### config.mk
export PLATFORM = sky130hd
export DESIGN_NAME = dgldpc_shuffled_cnu
export DESIGN_NICKNAME = d
export VERILOG_FILES = /design/src/rtl/dgldpc_pkg.sv /design/src/rtl/compl2sm.sv /design/src/rtl/dgldpc_shuffled_cnu.sv
export SDC_FILE = /design/constraint.sdc
export NUM_CORES = 1
export LEC_CHECK = 0
export ABC_AREA = 0
export BUFFER_PORTS_ARGS = -buffer_cell sky130_fd_sc_hd__buf_4
export CAP_MARGIN = 20
export CELL_PAD_IN_SITES_DETAIL_PLACEMENT = 1
export CELL_PAD_IN_SITES_GLOBAL_PLACEMENT = 2
export CORE_MARGIN = 1.5
export CORE_UTILIZATION = 35
export CTS_BUF_LIST = sky130_fd_sc_hd__clkbuf_16
export DETAILED_ROUTE_END_ITERATION = 12
export PLACE_DENSITY_LB_ADDON = 0.3
export REMOVE_ABC_BUFFERS = 1
export SETUP_SLACK_MARGIN = 0.2
export SYNTH_ARGS = -nofsm -noshare
export SYNTH_HDL_FRONTEND = slang
export SYNTH_SLANG_ARGS = --single-unit
### constraint.sdc
create_clock -name clk -period 5 [get_ports clk]
set_input_delay 0.75 -clock clk [delete_from_list [all_inputs] [get_ports clk]]
set_output_delay 0.75 -clock clk [all_outputs]
set_load 0.05 [all_outputs]
### src/rtl/dgldpc_pkg.sv
// Shared widths and state type for the DG-LDPC check node datapath.
package dgldpc_pkg;

  localparam int unsigned VTC_W = 10;
  localparam int unsigned CTV_W = 6;
  localparam int unsigned MAG_W = 5;
  localparam logic [MAG_W-1:0] MAG_MAX = 5'd31;

  typedef enum logic {
    COLLECT,
    EMIT
  } cnu_state_t;

endpackage

### src/rtl/compl2sm.sv
// Two's complement variable-to-check message to saturated 6-bit sign-magnitude.
module compl2sm
  import dgldpc_pkg::*;
(
  input  logic [VTC_W-1:0] vtc,
  output logic [CTV_W-1:0] ctv
);

  logic             sign;
  logic [VTC_W-1:0] mag_full;
  logic [MAG_W-1:0] mag;

  // Absolute value in 10 unsigned bits (-512 becomes 512), then clamp to 31.
  always_comb begin
    sign     = vtc[VTC_W-1];
    mag_full = sign ? (~vtc + 10'd1) : vtc;
    if (|mag_full[VTC_W-1:MAG_W]) begin
      mag = MAG_MAX;
    end else begin
      mag = mag_full[MAG_W-1:0];
    end
    ctv = {sign, mag};
  end

endmodule

### src/rtl/dgldpc_shuffled_cnu.sv
// Serial offset-min-sum check node: collects DEG messages, then emits DEG replies.
module dgldpc_shuffled_cnu
  import dgldpc_pkg::*;
#(
  parameter int unsigned DEG    = 6,
  parameter int unsigned OFFSET = 0,
  localparam int unsigned IDX_W = (DEG > 1) ? $clog2(DEG) : 1
) (
  input  logic             clk,
  input  logic             i_rst,
  input  logic             i_valid,
  output logic             o_ready,
  input  logic [VTC_W-1:0] i_data,
  output logic             o_valid,
  input  logic             i_ready,
  output logic [CTV_W-1:0] o_data,
  output logic [IDX_W-1:0] o_idx,
  output logic             o_last
);

  localparam logic [IDX_W-1:0] LAST_IDX = IDX_W'(DEG - 1);
  localparam logic [MAG_W-1:0] OFF      = MAG_W'(OFFSET);

  cnu_state_t       state;
  logic [IDX_W-1:0] in_cnt;
  logic [IDX_W-1:0] out_cnt;
  logic [MAG_W-1:0] min1;
  logic [MAG_W-1:0] min2;
  logic [IDX_W-1:0] idx1;
  logic             par;
  logic [DEG-1:0]   sv;

  logic [CTV_W-1:0] beat_sm;
  logic             beat_s;
  logic [MAG_W-1:0] beat_m;
  logic             accept;

  // Tracking values after folding in the current beat (equal to the registers when idle).
  logic [MAG_W-1:0] upd_min1;
  logic [MAG_W-1:0] upd_min2;
  logic [IDX_W-1:0] upd_idx1;
  logic             upd_par;
  logic [DEG-1:0]   upd_sv;

  // Next message to present: index 0 when leaving COLLECT, else out_cnt+1.
  logic [IDX_W-1:0] sel_k;
  logic [MAG_W-1:0] sel_mag;
  logic [MAG_W-1:0] sel_m;
  logic             sel_s;
  logic [CTV_W-1:0] sel_data;

  compl2sm u_compl2sm (
    .vtc (i_data),
    .ctv (beat_sm)
  );

  assign beat_s  = beat_sm[CTV_W-1];
  assign beat_m  = beat_sm[MAG_W-1:0];
  assign o_ready = (state == COLLECT);
  assign accept  = i_valid && o_ready;

  // Min tracking update and output magnitude/sign selection.
  always_comb begin
    upd_min1 = min1;
    upd_min2 = min2;
    upd_idx1 = idx1;
    upd_par  = par;
    upd_sv   = sv;
    if (accept) begin
      upd_par        = par ^ beat_s;
      upd_sv[in_cnt] = beat_s;
      if (beat_m < min1) begin
        upd_min2 = min1;
        upd_min1 = beat_m;
        upd_idx1 = in_cnt;
      end else if (beat_m < min2) begin
        // Equal-to-min1 lands here too, so a tie makes min2 == min1.
        upd_min2 = beat_m;
      end
    end

    sel_k    = (state == COLLECT) ? '0 : out_cnt + IDX_W'(1);
    sel_mag  = (sel_k == upd_idx1) ? upd_min2 : upd_min1;
    sel_m    = (sel_mag > OFF) ? (sel_mag - OFF) : '0;
    // A zero magnitude carries no sign information; keep it as +0.
    sel_s    = (upd_par ^ upd_sv[sel_k]) && (sel_m != '0);
    sel_data = {sel_s, sel_m};
  end

  // State, counters, min tracking and registered outputs.
  always_ff @(posedge clk) begin
    if (i_rst) begin
      state   <= COLLECT;
      in_cnt  <= '0;
      out_cnt <= '0;
      min1    <= MAG_MAX;
      min2    <= MAG_MAX;
      idx1    <= '0;
      par     <= 1'b0;
      sv      <= '0;
      o_valid <= 1'b0;
      o_data  <= '0;
      o_idx   <= '0;
      o_last  <= 1'b0;
    end else begin
      unique case (state)
        COLLECT: begin
          min1 <= upd_min1;
          min2 <= upd_min2;
          idx1 <= upd_idx1;
          par  <= upd_par;
          sv   <= upd_sv;
          if (accept) begin
            if (in_cnt == LAST_IDX) begin
              state   <= EMIT;
              in_cnt  <= '0;
              out_cnt <= '0;
              o_valid <= 1'b1;
              o_data  <= sel_data;
              o_idx   <= '0;
              o_last  <= 1'b0;
            end else begin
              in_cnt <= in_cnt + IDX_W'(1);
            end
          end
        end
        EMIT: begin
          if (i_ready) begin
            if (o_last) begin
              state   <= COLLECT;
              in_cnt  <= '0;
              out_cnt <= '0;
              min1    <= MAG_MAX;
              min2    <= MAG_MAX;
              idx1    <= '0;
              par     <= 1'b0;
              o_valid <= 1'b0;
              o_data  <= '0;
              o_idx   <= '0;
              o_last  <= 1'b0;
            end else begin
              out_cnt <= sel_k;
              o_data  <= sel_data;
              o_idx   <= sel_k;
              o_last  <= (sel_k == LAST_IDX);
            end
          end
        end
        default: state <= COLLECT;
      endcase
    end
  end

endmodule
# Word level (Yosys, flattened, before mapping)
# Index checks and enable logic that the tools add are counted.
[totals]
register_bits = 35
input_bits = 14
out_inout_bits = 12
wordCells = 95
[classes]
addsub = 3
order_cmp = 6
eq_ne = 7
n_mux = 55
n_bitwise = 4
reduce_logical = 9
[op_table]
columns = ["operator", "n"]
rows = [
  ["2-to-1 mux 5 bit", 10],
  ["2-to-1 mux 3 bit", 11],
  ["2-to-1 mux 6 bit", 5],
  ["one-hot mux 5 bit (2 select lines)", 2],
  ["one-hot mux 3 bit (2 select lines)", 3],
  ["2-to-1 mux 1 bit", 15],
  ["one-hot mux 6 bit (2 select lines)", 1],
  ["adder 10 x 1 -> 10 bit (second input constant)", 1],
  ["less-than comparator 5 bit", 2],
  ["2-to-1 mux 10 bit", 1],
  ["NOT 10 bit", 1],
  ["less-than comparator 3 x 4 -> 1 bit (second input constant)", 2],
  ["one-hot mux 1 bit (2 select lines)", 4],
  ["adder 3 x 1 -> 3 bit (second input constant)", 2],
  ["bitwise mux 6 bit", 1],
  ["equality test 3 bit (second input constant)", 2],
  ["AND reduction 3 bit", 2],
  ["> comparator 5 x 1 -> 1 bit (second input constant)", 1],
  ["nonzero test 5 bit", 1],
  ["OR reduction 5 bit", 1],
  ["inequality test 2 x 1 -> 1 bit (second input constant)", 2],
  ["inequality test 2 bit (second input constant)", 2],
  ["AND reduction 4 bit", 1],
  ["binary-select mux 1 bit (select 3 bit)", 1],
  ["other kinds (7)", 10],
]

# Logic depth before layout (Yosys ltp)
[logic_depth]
ltp_word = 17
mapped_depth = 17
ltp_nobuf = 16

# Hierarchy
# Synthesis repeated with hierarchy kept, for this count alone.
[unflattened]
hier_cells = 308
area_unflattened_um2 = 2352.3
[by_module_without_submodules]
columns = ["module", "n_inst", "cells_each", "area_per_inst_um2", "seq_area_each_um2"]
rows = [
  ["dgldpc_shuffled_cnu", 1, 282, 2189.6, 700.7],
  ["compl2sm", 1, 26, 162.7, 0.0],
]

# Worst setup path before layout
# Ideal clock, no wire load.
[synth_timing]
path_type = "input port to flip-flop"
start = "input port i_data[3]"
end = "register o_data[2]"
setup_ns = 0.117
arrival_time_ns = 3.705
required_time_ns = 4.883
path_slack_ns = 1.178
path_stages = 14
path_buffers = 0
path_cell_list = "or4_4 > nand4bb_4 > nand3_1 > and2_1 > inv_1 > ha_1 > nand2_1 > nor2_1 > a211oi_1 > o211ai_4 > a21oi_4 > a2bb2oi_4 > nand2_1 > a32o_1"
[synth_between]
elab_chain_len = 15
elab_cells_between_ends = 23
classes_between = "add/sub: 1; order compare: 3; eq/ne: 1; mux: 16; bitwise: 1; reduce/logical: 1"
[synth_lines]
columns = ["item", "line", "rtl"]
rows = [
  ["start: declaration", "dgldpc_shuffled_cnu.sv:13", "input logic [VTC_W-1:0] i_data,"],
  ["NOT 10 bit", "compl2sm.sv:16", "mag_full = sign ? (~vtc + 10'd1) : vtc;"],
  ["adder 10 x 1 -> 10 bit", "compl2sm.sv:16", ""],
  ["2-to-1 mux 10 bit *", "compl2sm.sv:16", ""],
  ["OR reduction 5 bit", "compl2sm.sv:17", "if (|mag_full[VTC_W-1:MAG_W]) begin"],
  ["2-to-1 mux 5 bit *", "compl2sm.sv:17", ""],
  ["less-than comparator 5 bit (on tied branches)", "dgldpc_shuffled_cnu.sv:72, dgldpc_shuffled_cnu.sv:76", ""],
  ["2-to-1 mux 3 bit / 2-to-1 mux 5 bit (equally long branches)", "dgldpc_shuffled_cnu.sv:72, dgldpc_shuffled_cnu.sv:76", ""],
  ["2-to-1 mux 3 bit / 2-to-1 mux 5 bit (equally long branches)", "dgldpc_shuffled_cnu.sv:69, dgldpc_shuffled_cnu.sv:72", ""],
  ["equality test 3 bit / 2-to-1 mux 5 bit (equally long branches)", "dgldpc_shuffled_cnu.sv:83, dgldpc_shuffled_cnu.sv:69", ""],
  ["2-to-1 mux 5 bit *", "dgldpc_shuffled_cnu.sv:83", "sel_mag = (sel_k == upd_idx1) ? upd_min2 : upd_min1;"],
  ["> comparator 5 x 1 -> 1 bit", "dgldpc_shuffled_cnu.sv:84", "sel_m = (sel_mag > OFF) ? (sel_mag - OFF) : '0;"],
  ["2-to-1 mux 5 bit *", "dgldpc_shuffled_cnu.sv:84", ""],
  ["2-to-1 mux 6 bit (on tied branches)", "dgldpc_shuffled_cnu.sv:129, dgldpc_shuffled_cnu.sv:114", ""],
  ["2-to-1 mux 6 bit (on tied branches)", "dgldpc_shuffled_cnu.sv:128, dgldpc_shuffled_cnu.sv:113", ""],
  ["one-hot mux 6 bit (2 select lines) *", "dgldpc_shuffled_cnu.sv:106", "unique case (state)"],
  ["end signal: assignment", "dgldpc_shuffled_cnu.sv:119", "o_data <= sel_data;"],
  ["end signal: assignment", "dgldpc_shuffled_cnu.sv:143", "o_data <= sel_data;"],
  ["end: declaration", "dgldpc_shuffled_cnu.sv:16", "output logic [CTV_W-1:0] o_data,"],
]
# Mark *: on every way between the ends. The rest lies on a longest branch, timed or not. The select of a mux whose other input is x is not followed.
# A chain may end at the register's enable or synchronous reset.

# Worst setup path in the final report
# Ends and elaborated chain as after synthesis.

==> impl_results.md <==
- Seq/Total Area, Yosys: 0.296
- Routability cong.: 0.823
- Netlist cell types: 62
- Fillers: 808
- Post-Layout Cell Count: 389
- Final antenna diode count: 0
- Post-CTS Setup Bufs: 0
- Share of layout cells above drive strength 1: 0.163
- Mapped cell area: 2370 µm²
- Final Cell Area: 2820 µm²
- First-pass GRT wire length: 11,800 µm
- Worst vdd ir: 0.123 mV
- CP startpoint: i_data[3]
- Fin. Hold Viols: 0
- Slew @ Worst Pin: 0.712 ns
- Power Dens Cells: around 320 nW/µm²
- Initial antenna violation count: 0
- Startpoint Class: primary input
- Status: finished, violations left
- Cts bufs inserted: 5
- # rows: 29
- Die width: 85.2 µm
- Largest net degree at the start of global routing: 26
- Failing checks: design-rule violations
- CP arrival: roughly 4.4 ns
- CTS H-tree depth: 2
- DR iter-0 viols: roughly 140
- Part of the cycle the worst path needs: 0.852
- Die Area: 7260 µm²
- Ys async rst share: 0
- Crit path required time: 5.17 ns
- Clock Latency Late Sink: 0.29 ns
- Vias: 2,235
- Die height: approximately 85 µm
- RSZ-0062 raised after global routing: false
- WL/cell: 17.9 µm
- Post-Place Cells: 381
- Setup CP Type: in -> reg
- Post-Synthesis Cells: 287
- PortBufs: 25
- Slew HR: 0.525
- CTS Root Cell: clkbuf_16
- FF/Latch Area: 701 µm²
- Clk buf depth: 2
- CTS tree: built
- Placed inst area: ~2600 µm²
- Final setup vio count: 0
- Max cap viols: 0
- Min-delay worst type: reg -> reg
- Final setup TNS: 0 ns
- Post-synth EDFFs: 0
- Max-slew violation total from the final report: 0
- Total core area: 6460 µm²
- Static leakage: 1.17 nW
- Yosys warning count: 0
- Syn-to-layout area delta: 19.2%
- GRT Util Overall: 0.208
- Synth Area per Inst: approximately 8.2 µm²
- Post-Route WL: between 6000 and 7000 µm
- Post-CTS Hold Buffers: 0
- Reg-to-reg startpoint: min1[2]
- Yosys reg bits: 35
- Layout Skew: 0.00674 ns
- Reg clk slew, reported paths: 0.06 ns
- Critical Path End Type: register
- Hold path start: sv[1]
- Post-CTS Resized: 0
- DR pass1 iterations: 8
- Residual DRC: 4
- Via/cell ratio: roughly 5.7
- Gr ovfl total: 0
- CP Max Fanout: 16
- Highest clock rate: 235 MHz
- Antenna violation net count after detailed routing: 0
- Total power: 0.917 mW
- WHS: 0.464 ns
- IO Pins: 26
- Post-DP HPWL: 5260 µm
- Initial Util: 0.366
- Area of the multi-input gates: 1550 µm²
- Fin crit period: 4.26 ns
- Top_reg_cell synth: dfxtp_1
- Fin nets: about 340
- Vias in the first global route: between 2,000 and 2,500
- Clk sink count: 35
cell type report:
| cell class | instances | area share |
|---|---|---|
| flip-flops and latches | 35 | 0.248 |
| clock buffers | 5 | 0.0443 |
| clock inverters | 3 | 0.0239 |
| inverters | 18 | 0.0239 |
| repair buffers | 28 | 0.0745 |
| multi-input cells | 223 | 0.551 |
| well taps | 77 | 0.0341 |
registers in the layout, summed over array words and instances, names as in the netlist, 3 cells and up:
| register | cells |
|---|---|
| sv | 6 |
| o_data | 6 |
| min2 | 5 |
| idx1 | 3 |
| out_cnt | 3 |
| in_cnt | 3 |
| min1 | 5 |
through the flow:
stage	utilization	worst slack, ns
floorplan	-	1.07
global placement	0.407	0.565
detailed placement	0.407	0.478
CTS	0.437	0.764
global route	0.437	0.484
finish	0.437	0.740
metal layers:
metal | GRT usage | share of wire | vias up
met5 | 0 | 0 | -
met4 | 0.0730 | 0.019 | 0
met3 | 0.0370 | 0.039 | 10
met2 | 0.321 | 0.45 | 43
met1 | 0.290 | 0.50 | 1074
li1 | - | - | 1108
Yosys cell counts, types with 3 or more instances:
library cell	n	share of area
o22ai_1	3	0.0079
ha_1	10	0.053
mux2_2	3	0.014
a21oi_1	25	0.053
inv_1	17	0.027
nand2_1	22	0.035
nand2b_1	3	0.0079
nor4_1	4	0.011
nor2b_1	3	0.0079
o21ai_0	9	0.019
a31oi_1	5	0.013
dfxtp_1	35	0.30
xnor2_1	3	0.011
nand3_1	9	0.019
o211ai_1	3	0.0095
o21ai_1	4	0.0085
nor2_1	33	0.052
a22o_1	5	0.019
xor2_1	3	0.011
mux2i_1	14	0.059
clkbuf_1	7	0.011
o221ai_1	7	0.026
o31ai_1	3	0.0095
and3_1	5	0.013
cell usage in the layout, fill, tap and decap left out, drive strengths merged, types with 2 or more instances in the layout:
cell     n
dfxtp   35
nor2    33
buf     28
a21oi   26
nand2   22
inv     17
mux2i   14
o21ai   14
ha      10
nand3    9
o221ai   7
and3     5
a31oi    5
a22o     5
clkbuf   5
o211ai   5
nor4     4
nor3     4
o31ai    3
xor2     3
xnor2    3
nand2b   3
nor2b    3
mux2     3
o22ai    3
and2     2
nor4b    2
o32a     2
nand4    2
a211oi   2
o21a     2
a32o     2
and3b    2
or3      2
a22oi    2
bufinv   2
or4      2
nor3b    2
or4b     2
report_power, final:
part           internal, mW  total (mW)  leakage [nW]  switching [mW]
sequential            0.290       0.299         0.284         0.00943
clock                 0.286       0.414        0.0900           0.129
combinational        0.0831       0.203         0.798           0.120
critical path: stages:
cell       delay [ns]
buf_4            0.12
or4_4            0.54
o211ai_2         0.25
nand3_1          0.20
o21ai_1          0.23
ha_1             0.31
a21oi_1          0.17
nor2_1           0.07
a211oi_1         0.52
o211ai_4         0.36
a21oi_4          0.24
a2bb2oi_4        0.30
nand2_1          0.10
a32o_1           0.26
logic make-up (layout without fill, tap and decap cells):
group	count (synthesis)	count (layout)	share of synthesized area
AND/OR/NAND/NOR	105	105	0.243
AO/OA/AOI/OAI	85	85	0.265
flip-flops	35	35	0.296
buffers and inverters	29	54	0.0471
multiplexers	17	17	0.0735
adder cells (fa/ha/maj)	10	10	0.0529
XOR/XNOR	6	6	0.0222
final timing paths:
kind | end | slack [ns] | cells past startpoint
worst max-delay path | o_data[2] | 0.74 | 14
worst min register to register | sv[1] | 0.46 | 2
worst min-delay path | sv[1] | 0.46 | 2
worst max register to register | o_data[2] | 2.11 | 10
Power figures use the tool's default switching activity.
